<file path="src/rtl/instr_encoder.sv">
// ============================================================================
//  Module      : instr_encoder
//  Description : Streaming RV32I instruction encoder. Packs decoded fields
//                (opcode, funct3, rd, rs1, rs2, 32-bit immediate, format)
//                into a 32-bit instruction word paired with a sequential
//                instruction-memory address. Two-stage valid/ready pipeline
//                with full throughput.
//  Optional    : INSTR_ENC_ERR_DROP_EN - when defined, requests whose
//                immediate is out of range/misaligned are dropped between
//                stage 1 and stage 2 (no word, no address consumed, error
//                still counted); out_err is then always 0.
//  Ports       : clk, reset_n (async, active low), clear (sync flush)
//                in_valid/in_ready, in_type, in_opcode, in_funct3, in_rd,
//                in_rs1, in_rs2, in_imm                   - request side
//                out_valid/out_ready, out_instr, out_addr, out_err - output
//                err_count                               - saturating errors
//  Revision    : 1.0 - initial release
// ============================================================================
`default_nettype none

module instr_encoder #(
    parameter logic [31:0] BASE_ADDR = 32'h0000_0000,
    parameter int          ERR_CNT_W = 8
) (
    input  logic                 clk,
    input  logic                 reset_n,
    input  logic                 clear,
    input  logic                 in_valid,
    output logic                 in_ready,
    input  logic [1:0]           in_type,
    input  logic [6:0]           in_opcode,
    input  logic [2:0]           in_funct3,
    input  logic [4:0]           in_rd,
    input  logic [4:0]           in_rs1,
    input  logic [4:0]           in_rs2,
    input  logic [31:0]          in_imm,
    output logic                 out_valid,
    input  logic                 out_ready,
    output logic [31:0]          out_instr,
    output logic [31:0]          out_addr,
    output logic                 out_err,
    output logic [ERR_CNT_W-1:0] err_count
);

    localparam logic [1:0] c_FMT_I = 2'b00;
    localparam logic [1:0] c_FMT_S = 2'b01;
    localparam logic [1:0] c_FMT_B = 2'b10;
    localparam logic [1:0] c_FMT_J = 2'b11;

    // Stage 1 registers. Only imm[20:0] is kept: the range check is done on
    // the full input, and no format uses bits above 20 for the encoding.
    logic        r_s1_valid;
    logic [1:0]  r_s1_type;
    logic [6:0]  r_s1_opcode;
    logic [2:0]  r_s1_funct3;
    logic [4:0]  r_s1_rd;
    logic [4:0]  r_s1_rs1;
    logic [4:0]  r_s1_rs2;
    logic [20:0] r_s1_imm;
    logic        r_s1_err;

    // Stage 2 / output registers
    logic                 r_out_valid;
    logic [31:0]          r_out_instr;
    logic [31:0]          r_out_addr;
    logic                 r_out_err;
    logic [31:0]          r_addr_cnt;
    logic [ERR_CNT_W-1:0] r_err_count;

    logic        w_adv2;
    logic        w_accept;
    logic        w_load2;
    logic        w_err_evt;
    logic        w_range_err;
    logic        w_ext_i;
    logic        w_ext_b;
    logic        w_ext_j;
    logic [31:0] w_enc;

    // Stage 2 can take a new word when it is empty or its word leaves now.
    assign w_adv2   = ~r_out_valid | out_ready;
    assign in_ready = ~clear & (~r_s1_valid | w_adv2);
    assign w_accept = in_valid & in_ready;

    // An immediate fits in N+1 signed bits when bits [31:N] are all equal.
    assign w_ext_i = (&in_imm[31:11]) | ~(|in_imm[31:11]);
    assign w_ext_b = (&in_imm[31:12]) | ~(|in_imm[31:12]);
    assign w_ext_j = (&in_imm[31:20]) | ~(|in_imm[31:20]);

    always_comb begin
        w_range_err = 1'b0;
        case (in_type)
            c_FMT_I, c_FMT_S: w_range_err = ~w_ext_i;
            c_FMT_B:          w_range_err = ~w_ext_b | in_imm[0];
            default:          w_range_err = ~w_ext_j | in_imm[0];
        endcase
    end

    // Encoding from stage-1 contents; out-of-range values use truncated bits.
    always_comb begin
        w_enc = 32'h0;
        case (r_s1_type)
            c_FMT_I: w_enc = {r_s1_imm[11:0], r_s1_rs1, r_s1_funct3,
                              r_s1_rd, r_s1_opcode};
            c_FMT_S: w_enc = {r_s1_imm[11:5], r_s1_rs2, r_s1_rs1, r_s1_funct3,
                              r_s1_imm[4:0], r_s1_opcode};
            c_FMT_B: w_enc = {r_s1_imm[12], r_s1_imm[10:5], r_s1_rs2, r_s1_rs1,
                              r_s1_funct3, r_s1_imm[4:1], r_s1_imm[11],
                              r_s1_opcode};
            c_FMT_J: w_enc = {r_s1_imm[20], r_s1_imm[10:1], r_s1_imm[11],
                              r_s1_imm[19:12], r_s1_rd, r_s1_opcode};
            default: w_enc = 32'h0;
        endcase
    end

    // An errored stage-1 word still counts as an error event whether or not
    // it is forwarded to stage 2.
    assign w_err_evt = w_adv2 & r_s1_valid & r_s1_err;
`ifdef INSTR_ENC_ERR_DROP_EN
    assign w_load2 = w_adv2 & r_s1_valid & ~r_s1_err;
`else
    assign w_load2 = w_adv2 & r_s1_valid;
`endif

    // Stage 1
    always_ff @(posedge clk or negedge reset_n) begin
        if (!reset_n) begin
            r_s1_valid  <= 1'b0;
            r_s1_type   <= 2'b00;
            r_s1_opcode <= 7'h0;
            r_s1_funct3 <= 3'h0;
            r_s1_rd     <= 5'h0;
            r_s1_rs1    <= 5'h0;
            r_s1_rs2    <= 5'h0;
            r_s1_imm    <= 21'h0;
            r_s1_err    <= 1'b0;
        end else if (clear) begin
            r_s1_valid <= 1'b0;
        end else begin
            // in_ready implies stage 1 is empty or draining this cycle.
            if (in_ready) begin
                r_s1_valid <= in_valid;
            end
            if (w_accept) begin
                r_s1_type   <= in_type;
                r_s1_opcode <= in_opcode;
                r_s1_funct3 <= in_funct3;
                r_s1_rd     <= in_rd;
                r_s1_rs1    <= in_rs1;
                r_s1_rs2    <= in_rs2;
                r_s1_imm    <= in_imm[20:0];
                r_s1_err    <= w_range_err;
            end
        end
    end

    // Stage 2, address counter and error counter
    always_ff @(posedge clk or negedge reset_n) begin
        if (!reset_n) begin
            r_out_valid <= 1'b0;
            r_out_instr <= 32'h0;
            r_out_addr  <= BASE_ADDR;
            r_out_err   <= 1'b0;
            r_addr_cnt  <= BASE_ADDR;
            r_err_count <= '0;
        end else if (clear) begin
            r_out_valid <= 1'b0;
            r_addr_cnt  <= BASE_ADDR;
        end else begin
            if (w_adv2) begin
                r_out_valid <= w_load2;
            end
            if (w_load2) begin
                r_out_instr <= w_enc;
                r_out_err   <= r_s1_err;
                r_out_addr  <= r_addr_cnt;
                r_addr_cnt  <= r_addr_cnt + 32'd4;
            end
            if (w_err_evt && (r_err_count != {ERR_CNT_W{1'b1}})) begin
                r_err_count <= r_err_count + 1'b1;
            end
        end
    end

    assign out_valid = r_out_valid;
    assign out_instr = r_out_instr;
    assign out_addr  = r_out_addr;
    assign err_count = r_err_count;
`ifdef INSTR_ENC_ERR_DROP_EN
    assign out_err = 1'b0;
`else
    assign out_err = r_out_err;
`endif

endmodule

`default_nettype wire
</file>
<file path="config.mk">
export PLATFORM = sky130hd
export DESIGN_NAME = instr_encoder
export DESIGN_NICKNAME = d
export VERILOG_FILES = /design/src/rtl/instr_encoder.sv
export SDC_FILE = /design/constraint.sdc
export NUM_CORES = 1
export LEC_CHECK = 0
export ABC_AREA = 1
export ABC_CLOCK_PERIOD_IN_PS = 2900
export CAP_MARGIN = 20
export CELL_PAD_IN_SITES_DETAIL_PLACEMENT = 1
export CELL_PAD_IN_SITES_GLOBAL_PLACEMENT = 1
export CORE_MARGIN = 2
export CORE_UTILIZATION = 41
export CTS_CLUSTER_DIAMETER = 120
export DETAILED_ROUTE_END_ITERATION = 6
export PLACE_DENSITY_LB_ADDON = 0.1
export REMOVE_ABC_BUFFERS = 1
export SETUP_SLACK_MARGIN = 0.3
export SYNTH_ARGS = -nofsm -noshare
export SYNTH_HDL_FRONTEND = slang
export SYNTH_SLANG_ARGS = --single-unit
</file>
<file path="constraint.sdc">
create_clock -name clk -period 2.9 [get_ports clk]
set_clock_uncertainty 0.1 [all_clocks]
set_input_delay 0.58 -clock clk [delete_from_list [all_inputs] [get_ports clk]]
set_output_delay 0.58 -clock clk [all_outputs]
set_load 0.05 [all_outputs]
</file>
==> impl_metrics.toml, run 1 <==
[outcome]
status = "finished clean"

[yosys]
yosysWarnings = 0
syn_area_sq_um = 6980
synthCells = 814
ys_ff_latch = 152
syn_area_per_cell_sq_um = 8.57
ys_types = 42
synth.top_cell.area_share_pct = 54.5
async_flop_share_pct = 100
seq_area_frac_synth_pct = 54.5
yosysTopAreaCell = "dfrtp_1"
synthTopCellsByArea = "dfrtp_1 (54%), nand2_1 (12%), o21ai_0 (5.7%)"
synth_top_flop_cell = "dfrtp_1"
synth_edf_count = 0

[die]
row_count = 47
coreArea_sq_um = 16600
ios = 139
die_x_um = 134
initial_core_util_pct = 42.1
dieHeight_um = 134
dieArea_sq_um = 18100

[worst_setup_path]
critPathArrivalTime_ns = 1.70
startpoint = "err_count[2]$_DFFE_PN0P_"
criticalPathCategory = "register to primary output"
cp.required_ns = 2.22
path_max_fanout = 5
reg2reg_from = "err_count[1]$_DFFE_PN0P_"
critPathMaxStageDelay_ns = 0.84
path_cells = "clkdlybuf4s50_1"
critPathSlowestCell = "clkdlybuf4s50_1"
startpoint_type = "register"
endpoint_kind = "primary output"
cp_top_family = "buffers and inverters"
path_buf_inv = 1

[routing]
num_vias = 5973
wl_um = 19400
post_drt_wl_per_cell_um = 16.4
firstDrtPassIters = 4
drtIter0Drc = 219
vias_per_cell = 5.05
drc = 0
drtAntennaViolNets = 0

[clock_network]
clk_path_buf_depth = 2
holdBufCountCts = 0
clk_latency_ns = 0.43
cts_resized = 0
cts.reportedPaths.clkPinSlew_ns = 0.06
cts_setup_buffers = 0
cts_buffers = 17
numClockSinks = 152
cts_tree = "yes"
h-tree-depth = 4
cts_root_buf = "clkbuf_16"

[pwr]
finalPower_mw = 6.15
p_leak_nw = 4.17
comb_power_share_pct = 24.6
p_clk_share_pct = 33.8
pwr-share-seq_pct = 41.6
internal-power_mw = 4.12
netSwitchingFraction_pct = 32.9
power_density_nw_per_um2 = 674
ir_worst_vdd_uv = 429
power.switching_mw = 2.03

[global_route]
antenna_found_initial = 0
grt_pass1_vias = 6515
overflow = 0
grt_first_pass_wirelength_um = 32400
grt_start_max_net_pins = 72
grtUsageTotal_pct = 22.6

[final_layout]
antennaDiodeCount = 0
final.fill_count = 1951
fin_nets = 1018
final_cell_mix = "nand2_1 (232), dfrtp_1 (152), clkdlybuf4s50_1 (134)"
area_growth_pct = 30.8
final_common_cell = "nand2_1"
finalCoreUtilization_pct = 55.0
drive_gt1_share_pct = 9.88

[run]
maxCapViolCount = 0

[sta]
drv_slew = 0
fin_crit_sh_pct = 82.2
tns_ns = 0
relSlewSlack_pct = 59.4
hold_viol = 0
fin_crit_ns = 2.38
rsz0062_at_grt = "no"
tightest_slew_ns = 0.604
setup_viol = 0
fmax_ghz = 0.420

[placed_design]
gp_congestion = 0.855
io_buffers = 136
dp_hpwl_um = 13900

[hold_path]
min_path_type = "primary input to asynchronous set/reset pin"
[worst paths after layout]
path                       slack, ns  cells past startpoint                         end
max                             0.52                      1                err_count[2]
min                            0.003                      1  r_addr_cnt[18]$_DFFE_PN0N_
max reg2reg                     0.82                      8    err_count[6]$_DFFE_PN0P_
min reg2reg                     0.38                      2    out_instr[1]$_DFFE_PN0P_
max in group asynchronous       1.95                      2   out_instr[24]$_DFFE_PN0P_
min in group clk                0.38                      2    out_instr[1]$_DFFE_PN0P_
[power by group through the flow]
stage / clock, mW / combinational, mW / sequential [mW]
floorplan: 0 / 0.368 / 3.09
global placement: 0 / 1.47 / 2.58
detailed placement: 0 / 1.52 / 2.59
CTS: 2.12 / 1.53 / 2.56
global route: 2.20 / 1.61 / 2.59
finish: 2.08 / 1.51 / 2.56
[synthesized netlist by cell type, types with 3 or more instances]
cell	n
a21oi_1	34
buf_1	3
buf_2	7
buf_4	6
clkbuf_1	10
dfrtp_1	152
inv_1	73
inv_2	3
mux2_2	27
nand2_1	232
nand2_2	4
nand2_4	5
nand3_1	22
nand3_2	3
nand4_1	9
nor2_1	96
nor2_2	4
nor3_1	9
o21ai_0	80
o21ai_1	5
xor2_1	3
[registers in the layout, indices dropped and copies added (netlist names)]
signal       cells
out_instr       32
out_addr        30
r_addr_cnt      30
r_s1_imm        21
err_count        8
r_s1_opcode      7
r_s1_rd          5
r_s1_rs1         5
r_s1_rs2         5
r_s1_funct3      3
r_s1_type        2
out_err          1
out_valid        1
r_s1_err         1
r_s1_valid       1
[cell families (layout without fill, tap and decap cells)]
logic type | after synthesis | in the layout | synth area share [%]
AND/OR/NAND/NOR | 397 | 397 | 24.7
flip-flops | 152 | 152 | 54.5
AO/OA/AOI/OAI | 126 | 126 | 9.29
buffers and inverters | 104 | 251 | 6.15
multiplexers | 27 | 27 | 4.36
XOR/XNOR | 5 | 5 | 0.628
adder cells (fa/ha/maj) | 2 | 2 | 0.358
other | 1 | 2 | 0.0537
[layer usage]
layer | vias to the layer above | routed length, um | track usage (%)
met4 | 0 | 331 | 7.25
met1 | 2951 | 8360 | 27.6
li1 | 2865 | - | -
met3 | 31 | 731 | 4.50
met5 | - | 0 | 0
met2 | 126 | 9990 | 40.1
[per-stage QoR]
stage	instance area [sq um]	setup WS, ns	instances	hold WS, ns
finish	9130	0.517	1182	0.00285
CTS	9130	0.495	1182	0.00948
global route	9130	0.454	1182	0.0361
detailed placement	8580	0.345	1153	0.365
global placement	8580	0.469	1153	0.351
floorplan	6840	0.166	788	0.184
[cell type report]
class	instances	area, sq um	area share (%)
flip-flops and latches	152	3800	41.7
well taps	220	275	3.02
clock inverters	9	77.6	0.850
multi-input cells	559	2750	30.1
inverters	77	289	3.17
clock buffers	20	467	5.11
repair buffers	145	1470	16.1
No activity file was read; power rests on OpenSTA's default activity.
==> run 2, diff against run 1 <==
--- a/config.mk
+++ b/config.mk
@@ -6,12 +6,12 @@
 export NUM_CORES = 1
 export LEC_CHECK = 0
 export ABC_AREA = 1
-export ABC_CLOCK_PERIOD_IN_PS = 2900
+export ABC_CLOCK_PERIOD_IN_PS = 2000
 export CAP_MARGIN = 20
 export CELL_PAD_IN_SITES_DETAIL_PLACEMENT = 1
 export CELL_PAD_IN_SITES_GLOBAL_PLACEMENT = 1
 export CORE_MARGIN = 2
-export CORE_UTILIZATION = 41
+export CORE_UTILIZATION = 35
 export CTS_CLUSTER_DIAMETER = 120
 export DETAILED_ROUTE_END_ITERATION = 6
 export PLACE_DENSITY_LB_ADDON = 0.1
==> constraint.sdc (replaced) <==
create_clock -name clk -period 2 [get_ports clk]
set_clock_uncertainty 0.1 [all_clocks]
set_input_delay 0.4 -clock clk [delete_from_list [all_inputs] [get_ports clk]]
set_output_delay 0.4 -clock clk [all_outputs]
set_load 0.05 [all_outputs]
==> run 2 against run 1 <==
  * First-iteration DRC count decreased by 5.0%
  * Hold slack improved by 0.37 ns
  * Core utilization decreased by 5.8 points
  * Critical path type unchanged
  * Sequential share of layout area decreased by 2.0 points
  * Flip-flop and latch count unchanged
  * Clock-buffer cell count unchanged
==> impl_metrics.toml, run 2 (synthesized netlist as in run 1, its figures left out) <==
[outcome]
status = "finished clean"

[die]
row_count = 51
ios = 139
dieArea_sq_um = 21100
die_x_um = 145
initial_core_util_pct = 35.7
coreArea_sq_um = 19500
dieHeight_um = 145

[global_route]
grt_start_max_net_pins = 45
grtUsageTotal_pct = 18.8
grt_first_pass_wirelength_um = 31800
antenna_found_initial = 0
grt_pass1_vias = 6250
overflow = 0

[clock_network]
clk_path_buf_depth = 2
cts_tree = "yes"
h-tree-depth = 4
numClockSinks = 152
cts_buffers = 17
clk_latency_ns = 0.43
cts_root_buf = "clkbuf_16"
cts.reportedPaths.clkPinSlew_ns = 0.07

[placed_design]
dp_cells = 1224
io_buffers = 136
dp_hpwl_um = 13900
gp_congestion = 0.783

[run]
maxCapViolCount = 0

[routing]
drtAntennaViolNets = 0
drtIter0Drc = 208
post_drt_wl_per_cell_um = 15.2
wl_um = 19400
drc = 0
num_vias = 5971
vias_per_cell = 4.68
firstDrtPassIters = 4

[hold_path]
min_path_type = "register to register"
min_from = "r_s1_imm[6]$_DFFE_PN0P_"
hold_depth = 2

[sta]
tns_ns = 0
hold_slack_ns = 0.368
setup_viol = 0
rsz0062_at_grt = "yes"
fin_crit_sh_pct = 88.2
fmax_ghz = 0.567
fin_crit_ns = 1.76
drv_slew = 0
hold_viol = 0

[pwr]
p_leak_nw = 4.53
power_density_nw_per_um2 = 947
ir_worst_vdd_uv = 593

[worst_setup_path]
criticalPathCategory = "register to primary output"
reg2reg_from = "out_valid$_DFFE_PN0P_"
cp.required_ns = 1.50
endpoint_kind = "primary output"
startpoint_type = "register"
reg2reg_depth = 8
startpoint = "out_valid$_DFFE_PN0P_"
path_max_fanout = 3
critPathArrivalTime_ns = 1.26

[final_layout]
fin_nets = 1064
largest_register_ff_count = 32
regArea_sq_um = 3810
final_cell_mix = "nand2_1 (226), dfrtp_1 (148), buf_4 (106)"
antennaDiodeCount = 0
final.fill_count = 2369
area_growth_pct = 37.7
drive_gt1_share_pct = 23.8
final_common_cell = "nand2_1"
multi_input_area_sq_um = 2880
layout.cells.non_filler = 1276
## run 2: what timing repair did
item                                   in CTS  in global routing
setup buffers                               8                 10
hold buffers                                1                  0
endpoints found under the hold margin      37                  0
setup endpoints to repair                  24                 44
pin swaps                                   6                 12
resized for setup                          38                 34
gates cloned                                0                  1
## run 2: path summary, 6_finish.rpt
kind,end,slack [ns]
hold reg to reg,out_instr[26]$_DFFE_PN0P_,0.37
hold / removal,out_instr[26]$_DFFE_PN0P_,0.37
max in group asynchronous,err_count[2]$_DFFE_PN0P_,0.83
setup reg to reg,r_s1_rs2[3]$_DFFE_PN0P_,0.30
setup / recovery,in_ready,0.24
min in group asynchronous,r_addr_cnt[15]$_DFFE_PN0N_,0.39
## run 2: where the power goes
part           internal (mW)  switching (mW)
clock network           1.76            1.36
registers               3.44           0.280
logic                  0.797            1.46
total                   6.00            3.10
## run 2: area by class of cell
type	instances	area share [%]
multi-input combinational	559	30.0
timing repair buffer	190	18.0
tap	265	3.45
inverter	77	3.07
sequential	152	39.6
clock inverter	12	1.24
timing repair inverter	1	0.0521
clock buffer	20	4.65
## run 2: worst max-delay path, cell delays in order, from the launching register on
cell     delay [ns]
dfrtp_1        0.38
nand3_2        0.10
nand2_2        0.07
inv_2          0.04
buf_6          0.11
buf_12         0.14
## run 2: metal layers
| layer | track usage (%) | part of all wire, % | wire length, um | up-vias |
|---|---|---|---|---|
| met4 | 5.39 | 0.97 | 187 | 0 |
| met1 | 23.4 | 45 | 8630 | 2889 |
| met5 | 0 | 0 | 0 | - |
| met3 | 3.99 | 3.2 | 625 | 18 |
| li1 | - | - | - | 2966 |
| met2 | 33.0 | 51 | 9940 | 98 |
## run 2: stage by stage
| step | utilization, % | power, mW | setup slack (ns) | area (sq um) |
|---|---|---|---|---|
| 6_report | 49.2 | 9.10 | 0.236 | 9610 |
| 5_1_grt | 49.2 | 9.53 | 0.160 | 9610 |
| 4_1_cts | 48.4 | 9.17 | 0.224 | 9440 |
| 3_5_place_dp | 44.7 | 5.92 | -0.164 | 8730 |
| 3_3_place_gp | 44.7 | 5.88 | -0.171 | 8730 |
| 2_1_floorplan | - | 5.02 | -0.554 | 6840 |
==> run 3, diff against run 2 <==
--- a/config.mk
+++ b/config.mk
@@ -15,8 +15,9 @@
 export CTS_CLUSTER_DIAMETER = 120
 export DETAILED_ROUTE_END_ITERATION = 6
 export PLACE_DENSITY_LB_ADDON = 0.1
+export RECOVER_POWER = 50
 export REMOVE_ABC_BUFFERS = 1
-export SETUP_SLACK_MARGIN = 0.3
+export SETUP_SLACK_MARGIN = 0.1
 export SYNTH_ARGS = -nofsm -noshare
 export SYNTH_HDL_FRONTEND = slang
 export SYNTH_SLANG_ARGS = --single-unit
==> run 3 against run 2 <==
  * Cell count decreased by 1.3%
  * Die area unchanged
  * Global-route usage decreased by 0.28 points
  * Clock-buffer cell count unchanged
  * Flip-flop and latch count unchanged
  * Sequential share of layout area increased by 1.5 points
  * Wire length decreased by 2.9%
  * Critical path depth unchanged
  * Sequential power about the same
  * Clock power about the same
  * Combinational power decreased by 6%
  * Highest routed layer unchanged
==> impl_metrics.toml, run 3 (synthesized netlist as in run 1, its figures left out) <==
[outcome]
status = "finished clean"

[sta]
setup_viol = 0
fin_crit_sh_pct = 90.9
drv_slew = 0
relSlewSlack_pct = 46.0
fmax_ghz = 0.550
tightest_slew_ns = 0.810
hold_slack_ns = 0.265
worst_slack_ns = 0.183
hold_viol = 0
rsz0062_at_grt = "no"
tns_ns = 0
fin_crit_ns = 1.82

[final_layout]
layout.cells.non_filler = 1259
area_growth_pct = 32.5
finalCoreUtilization_pct = 47.3
final_common_cell = "nand2_1"
regArea_sq_um = 3800
fin_nets = 1047
antennaDiodeCount = 0
multi_input_area_sq_um = 2770
final_area_sq_um = 9250
final_cell_mix = "nand2_1 (232), dfrtp_1 (152), nor2_1 (97)"
final.fill_count = 2397
largest_register_ff_count = 32
drive_gt1_share_pct = 17.6

[clock_network]
clk_path_buf_depth = 2
cts_tree = "yes"
cts_root_buf = "clkbuf_16"
cts_buffers = 17
cts.reportedPaths.clkPinSlew_ns = 0.06
clk_latency_ns = 0.43
h-tree-depth = 4
numClockSinks = 152

[pwr]
pwr-share-seq_pct = 41.5
finalPower_mw = 8.95
power.switching_mw = 3.03
internal-power_mw = 5.91
p_clk_share_pct = 34.9
netSwitchingFraction_pct = 33.9
comb_power_share_pct = 23.7
power_density_nw_per_um2 = 968
ir_worst_vdd_uv = 589
p_leak_nw = 4.38

[placed_design]
dp_cells = 1224
dp_hpwl_um = 13900
io_buffers = 136
pre_cts_ws_ns = -0.164
placed_area_sq_um = 8730
gp_congestion = 0.783

[routing]
drtAntennaViolNets = 0
drc = 0
firstDrtPassIters = 4
drtIter0Drc = 193
wl_um = 18800
top_layer = "met4"
drt-met1-wl_um = 8470
num_vias = 5910
wl_met2_um = 9530
wl_met3_um = 601
vias_per_cell = 4.69
post_drt_wl_per_cell_um = 14.9

[die]
row_count = 51
dieHeight_um = 145
die_x_um = 145
coreArea_sq_um = 19500
dieArea_sq_um = 21100
ios = 139
initial_core_util_pct = 35.7

[global_route]
antenna_found_initial = 0
grt_start_max_net_pins = 45
grt_first_pass_wirelength_um = 31400
grtUsageTotal_pct = 18.6
overflow = 0
grt_pass1_vias = 6180

[worst_setup_path]
reg2reg_setup_slack_ns = 0.24
critPathArrivalTime_ns = 1.32
path_max_fanout = 2
criticalPathCategory = "register to primary output"
endpoint_kind = "primary output"
cp.required_ns = 1.50
startpoint_type = "register"

[hold_path]
min_path_type = "primary input to register"

[run]
maxCapViolCount = 0
[run 3: per-layer routing]
| metal | global-route usage, % | up-vias |
|---|---|---|
| li1 | - | 2935 |
| met1 | 23.2 | 2863 |
| met2 | 32.3 | 93 |
| met3 | 3.99 | 19 |
| met4 | 5.39 | 0 |
| met5 | 0 | - |
[run 3: critical path, cell delays in order, from the launching register on]
cell,delay (ns)
dfrtp_1,0.40
nand3_1,0.11
nand2_1,0.06
inv_1,0.08
buf_6,0.11
buf_12,0.12
[run 3: final timing paths]
check	cells past startpoint	to	start
max	5	in_ready	r_s1_valid$_DFFE_PN0P_
min	4	r_s1_valid$_DFFE_PN0P_	out_ready
max reg2reg	8	err_count[2]$_DFFE_PN0P_	err_count[1]$_DFFE_PN0P_
min reg2reg	2	out_instr[29]$_DFFE_PN0P_	r_s1_imm[9]$_DFFE_PN0P_
max in group asynchronous	3	out_instr[4]$_DFFE_PN0P_	reset_n
min in group asynchronous	2	out_addr[8]$_DFFE_PN0P_	reset_n
[run 3: what timing repair did]
action,CTS,global route
setup buffers,0,2
setup endpoints to repair,16,14
hold endpoints to repair,37,0
hold buffers,1,0
pin swaps,0,2
resized for setup,10,11
[run 3: layout make-up]
cell class                 instances  share of cell area (%)
sequential                       152                    41.1
multi-input combinational        559                    30.0
timing repair buffer             174                    16.1
clock buffer                      20                    4.83
tap                              265                    3.59
inverter                          77                    3.13
clock inverter                    12                    1.29
[run 3: power by group through the flow]
stage | clock, mW | sequential [mW] | combinational, mW
finish | 3.12 | 3.71 | 2.12
floorplan | 0 | 4.48 | 0.533
global route | 3.33 | 3.76 | 2.28
detailed placement | 0 | 3.76 | 2.16
CTS | 3.21 | 3.71 | 2.14
global placement | 0 | 3.76 | 2.12
